File: src/rtl/firebird7_in_gate1_tessent_tdr_data_ctrl_w3_if.sv
// firebird7_in_gate1_tessent_tdr_data_ctrl_w3_if: IJTAG segment controls and scan (sel/ce/se/ue/si/so) plus mux observe/select/data signals
interface firebird7_in_gate1_tessent_tdr_data_ctrl_w3_if #(
  parameter int DATA_WIDTH = 3
);
  logic ijtag_sel;
  logic ijtag_ce;
  logic ijtag_se;
  logic ijtag_ue;
  logic ijtag_si;
  logic ijtag_so;
  logic [DATA_WIDTH-1:0] observe_data;
  logic ijtag_select;
  logic [DATA_WIDTH-1:0] ijtag_data_out;
  modport master (
    output ijtag_sel, ijtag_ce, ijtag_se, ijtag_ue, ijtag_si, observe_data,
    input ijtag_so, ijtag_select, ijtag_data_out
  );
  modport slave (
    input ijtag_sel, ijtag_ce, ijtag_se, ijtag_ue, ijtag_si, observe_data,
    output ijtag_so, ijtag_select, ijtag_data_out
  );
endinterface

File: src/rtl/firebird7_in_gate1_tessent_tdr_data_ctrl_w3.sv
// firebird7_in_gate1_tessent_tdr_data_ctrl_w3: IJTAG TDR (ijtag_tck, async ijtag_reset, bus.slave) driving gate1 mux select/data and capturing observe data
module firebird7_in_gate1_tessent_tdr_data_ctrl_w3 #(
  parameter int DATA_WIDTH = 3,
  parameter logic RESET_SELECT = 1'b0,
  parameter logic [DATA_WIDTH-1:0] RESET_DATA = '0
) (
  input logic ijtag_tck,
  input logic ijtag_reset,
  firebird7_in_gate1_tessent_tdr_data_ctrl_w3_if.slave bus
);
  localparam int N = DATA_WIDTH + 1;
  logic [N-1:0] r_sr;
  logic [N-1:0] r_ur;
  always_ff @(posedge ijtag_tck or posedge ijtag_reset) begin
    if (ijtag_reset) begin
      r_sr <= {RESET_DATA, RESET_SELECT};
      r_ur <= {RESET_DATA, RESET_SELECT};
    end else if (bus.ijtag_sel) begin
      r_sr <= bus.ijtag_ce ? {bus.observe_data, r_ur[0]} :
              bus.ijtag_se ? {bus.ijtag_si, r_sr[N-1:1]} : r_sr;
      if (bus.ijtag_ue) r_ur <= r_sr;
    end
  end
  assign bus.ijtag_so = r_sr[0];
  assign bus.ijtag_select = r_ur[0];
  assign bus.ijtag_data_out = r_ur[N-1:1];
endmodule
File: src/flat_wrapper.sv
// flat-port wrapper written by rule: the top's interface ports become plain ports
module firebird7_in_gate1_tessent_tdr_data_ctrl_w3_flat 
#(
  parameter int DATA_WIDTH = 3,
  parameter logic RESET_SELECT = 1'b0,
  parameter logic [DATA_WIDTH-1:0] RESET_DATA = '0
)
  (ijtag_tck, ijtag_reset, bus_ijtag_sel, bus_ijtag_ce, bus_ijtag_se, bus_ijtag_ue, bus_ijtag_si, bus_observe_data, bus_ijtag_so, bus_ijtag_select, bus_ijtag_data_out);
  firebird7_in_gate1_tessent_tdr_data_ctrl_w3_if #(.DATA_WIDTH(DATA_WIDTH)) bus_i ();
  input logic ijtag_tck;
  input logic ijtag_reset;
  input wire logic [$bits(bus_i.ijtag_sel)-1:0] bus_ijtag_sel;
  input wire logic [$bits(bus_i.ijtag_ce)-1:0] bus_ijtag_ce;
  input wire logic [$bits(bus_i.ijtag_se)-1:0] bus_ijtag_se;
  input wire logic [$bits(bus_i.ijtag_ue)-1:0] bus_ijtag_ue;
  input wire logic [$bits(bus_i.ijtag_si)-1:0] bus_ijtag_si;
  input wire logic [$bits(bus_i.observe_data)-1:0] bus_observe_data;
  output wire logic [$bits(bus_i.ijtag_so)-1:0] bus_ijtag_so;
  output wire logic [$bits(bus_i.ijtag_select)-1:0] bus_ijtag_select;
  output wire logic [$bits(bus_i.ijtag_data_out)-1:0] bus_ijtag_data_out;
  assign bus_i.ijtag_sel = bus_ijtag_sel;
  assign bus_i.ijtag_ce = bus_ijtag_ce;
  assign bus_i.ijtag_se = bus_ijtag_se;
  assign bus_i.ijtag_ue = bus_ijtag_ue;
  assign bus_i.ijtag_si = bus_ijtag_si;
  assign bus_i.observe_data = bus_observe_data;
  assign bus_ijtag_so = bus_i.ijtag_so;
  assign bus_ijtag_select = bus_i.ijtag_select;
  assign bus_ijtag_data_out = bus_i.ijtag_data_out;
  firebird7_in_gate1_tessent_tdr_data_ctrl_w3 #(.DATA_WIDTH(DATA_WIDTH), .RESET_SELECT(RESET_SELECT), .RESET_DATA(RESET_DATA)) u_core (.ijtag_tck(ijtag_tck), .ijtag_reset(ijtag_reset), .bus(bus_i));
endmodule
File: config.mk
export PLATFORM = sky130hd
export DESIGN_NAME = firebird7_in_gate1_tessent_tdr_data_ctrl_w3_flat
export DESIGN_NICKNAME = d
export VERILOG_FILES = /design/src/rtl/firebird7_in_gate1_tessent_tdr_data_ctrl_w3_if.sv /design/src/rtl/firebird7_in_gate1_tessent_tdr_data_ctrl_w3.sv /design/src/flat_wrapper.sv
export SDC_FILE = /design/constraint.sdc
export NUM_CORES = 1
export LEC_CHECK = 0
export CAP_MARGIN = 15
export CORE_AREA = 2 2 39 41
export DETAILED_ROUTE_END_ITERATION = 8
export DIE_AREA = 0 0 41 43
export GPL_ROUTABILITY_DRIVEN = 0
export HOLD_SLACK_MARGIN = 0.02
export PLACE_DENSITY = 0.58
export SETUP_SLACK_MARGIN = 0.5
export SYNTH_ARGS = -nofsm -noshare
export SYNTH_HDL_FRONTEND = slang
export SYNTH_SLANG_ARGS = --single-unit
File: constraint.sdc
create_clock -name ijtag_tck -period 1 [get_ports ijtag_tck]
set_clock_uncertainty 0.15 [all_clocks]
set_input_delay 0.2 -clock ijtag_tck [delete_from_list [all_inputs] [get_ports ijtag_tck]]
set_output_delay 0.2 -clock ijtag_tck [all_outputs]
set_load 0.005 [all_outputs]
==> run_results.csv <==
group,metric,value,unit
critical_path,cp_data_arrival_time,1.10,ns
global_routing,gr-total-overflow,0,
critical_path,criticalPathCategory,"reg -> reg",
cts,clock-sinks,8,
drt,first_pass_iters,2,
cts,clockBufferDepth,2,
timing,worst_pin_slew,0.153,ns
floorplan,die_area,1760,um^2
power_and_ir_drop,p_per_area,1630,nW/um^2
drt,wl,839,um
drt,wl_per_cell,12.2,um
synth,ys_ff_latch,8,
critical_path,crit_path_max_incr_delay,0.37,ns
cts,clock_latency,0.25,ns
timing,grt_setup_unrepaired,"yes",
critical_path,cp.required,0.99,ns
cells_and_area,drive_gt1_share,56.6,%
cells_and_area,layout.nets,65,
hold_path,hold_class,"in -> async",
synth,synth_sequential_area_ratio,52.3,%
drt,ant_nets,0,
cts,root_buffer,"clkbuf_4",
cells_and_area,design_area,627,um^2
outcome,violations,"setup timing",
global_routing,grt_max_degree,9,
floorplan,ios,15,
outcome,outcome,"finished with violations",
synth,syn_inst,25,
placed_design,dpl_cell_area,618,um^2
floorplan,fp.dieW,41,um
timing,layout_setup_ws,-0.107,ns
synth,synth_top_area_share,52.3,%
timing,final-setup-viol-count,8,
floorplan,die_y,43,um
synth,synth_fp_nets,35,
timing,period_share,111,%
timing,min_period,1.11,ns
critical_path,cp-start-kind,"flip-flop",
global_routing,grtUsageTotal,12.9,%
synth,yosysWarningCount,0,
timing,final_max_slew_viol_count,0,
cts,clk_pin_slew,0.06,ns
synth,syn_area_per_cell,15.3,um^2
floorplan,core,1380,um^2
critical_path,crit_slowest_cell,"dfrtp_1",
cells_and_area,diodes,0,
floorplan,num_rows,14,
critical_path,path_buf_inv,2,
critical_path,cp_cell_sequence,"buf_4 -> buf_6 -> mux2_4",
synth,synth_cell_type_count,10,
cts,cts_made_buffers,3,
floorplan,initial_utilization,27.7,%
placed_design,portBuffers,14,
cts,htree_num_levels,1,
synth,synth_area_leader_cell,"dfrtp_1",
flow_run,maxCapViolations,0,
critical_path,worstSetupEndpointType,"flip-flop",
drt,vias,329,
synth,syn_area,383,um^2
global_routing,antenna_found_initial,0,
cts,cts_tree,"done",
global_routing,first_global_vias,337,
timing,hold_viol,0,
power_and_ir_drop,leakagePower,0.288,nW
critical_path,path_delay_family,"flip-flops",
drt,drc,0,
timing,timing.fmax,903,MHz
timing,slew_headroom,89.8,%
global_routing,grt_first_pass_wirelength,1400,um
cells_and_area,final_util,45.3,%
synth,synth.area.top_cells,"dfrtp_1 (52%), mux2_4 (16%), nand4bb_1 (12%), o221a_2 (8.8%), nand2_4 (2.9%)",
critical_path,critPathMaxFanout,2,
placed_design,dp_hpwl,651,um
drt,vias_per_cell,4.77,
drt,drt_iter0_drc,2,
power_and_ir_drop,ir_drop,549,uV
cells_and_area,syn_to_final_growth,63.7,%
[report_power, final]
part	switching [mW]	internal (mW)
clock network	0.106	0.137
registers	0.0382	0.392
logic	0.101	0.248
[per-stage QoR]
stage,cells,hold WS [ns],setup slack [ns],total power [mW],setup TNS (ns)
2_1_floorplan,25,-0.134,0.0860,0.561,0
3_3_place_gp,65,0.307,-0.492,0.811,-4.74
3_5_place_dp,65,0.318,-0.523,0.817,-4.96
4_1_cts,69,0.00644,-0.119,1.04,-0.711
5_1_grt,69,0.0206,-0.154,1.10,-1.03
6_report,69,0.0279,-0.107,1.02,-0.624
[Yosys cell counts]
| master | number |
|---|---|
| nand4bb_1 | 4 |
| nand3b_1 | 1 |
| o221a_2 | 3 |
| dfrtp_1 | 8 |
| nand2_1 | 1 |
| mux2_4 | 4 |
| nand2_4 | 1 |
| o21a_1 | 1 |
| inv_1 | 1 |
| o211a_1 | 1 |
[path summary, 6_finish.rpt]
path                                start        endpoint  slack, ns  cells after the start
min in group ijtag_tck       bus_ijtag_ce  u_core.r_sr[0]       0.24                      4
hold / removal                ijtag_reset  u_core.r_ur[1]       0.03                      2
setup reg to reg           u_core.r_ur[1]  u_core.r_ur[1]      -0.11                      3
hold reg to reg            u_core.r_sr[3]  u_core.r_ur[3]       0.40                      1
max in group asynchronous     ijtag_reset  u_core.r_ur[3]       0.54                      2
setup / recovery           u_core.r_ur[1]  u_core.r_ur[1]      -0.11                      3
[layer usage]
metal / track usage, % / part of all wire (%) / vias up
met5: 0 / 0 / -
met4: 12.0 / 0.83 / 0
li1: - / - / 156
met2: 19.4 / 56 / 11
met3: 4.71 / 5.6 / 2
met1: 12.7 / 37 / 160
[cell usage in the layout (no fill, tap or decap), drive strengths merged, types with 2 or more instances in the layout]
master	n
nand4bb	4
clkbuf	3
dlygate4sd2	2
buf	17
mux2	4
nand2	2
o221a	3
clkdlybuf4s50	4
dfrtp	8
clkdlybuf4s15	2
[flip-flops by register name, indices dropped and copies added, names as in the netlist]
register / count
u_core.r_ur: 4
u_core.r_sr: 4
[what timing repair did]
item | 4_1_cts | 5_1_grt
pin swaps | 5 | 0
endpoints found under the setup margin | 21 | 17
resized for setup | 33 | 2
setup buffers | 1 | 0
endpoints found under the hold margin | 8 | 0
[area by class of cell]
type / instances / area, um^2
inverters: 1 / 6.26
fillers: 133 / 757
well taps: 16 / 20.0
repair buffers: 25 / 199
clock buffers: 3 / 22.5
multi-input cells: 16 / 179
flip-flops and latches: 8 / 200
[kinds of logic (layout without fill, tap and decap cells)]
family	after synthesis	after routing	synth area share (%)
and+or+nand+nor	7	7	17.6
muxes	4	4	15.7
DFF	8	8	52.3
buffers and inverters	1	29	0.979
AOI/OAI and AO/OA	5	5	13.4
(Power assumes the default switching activity.)
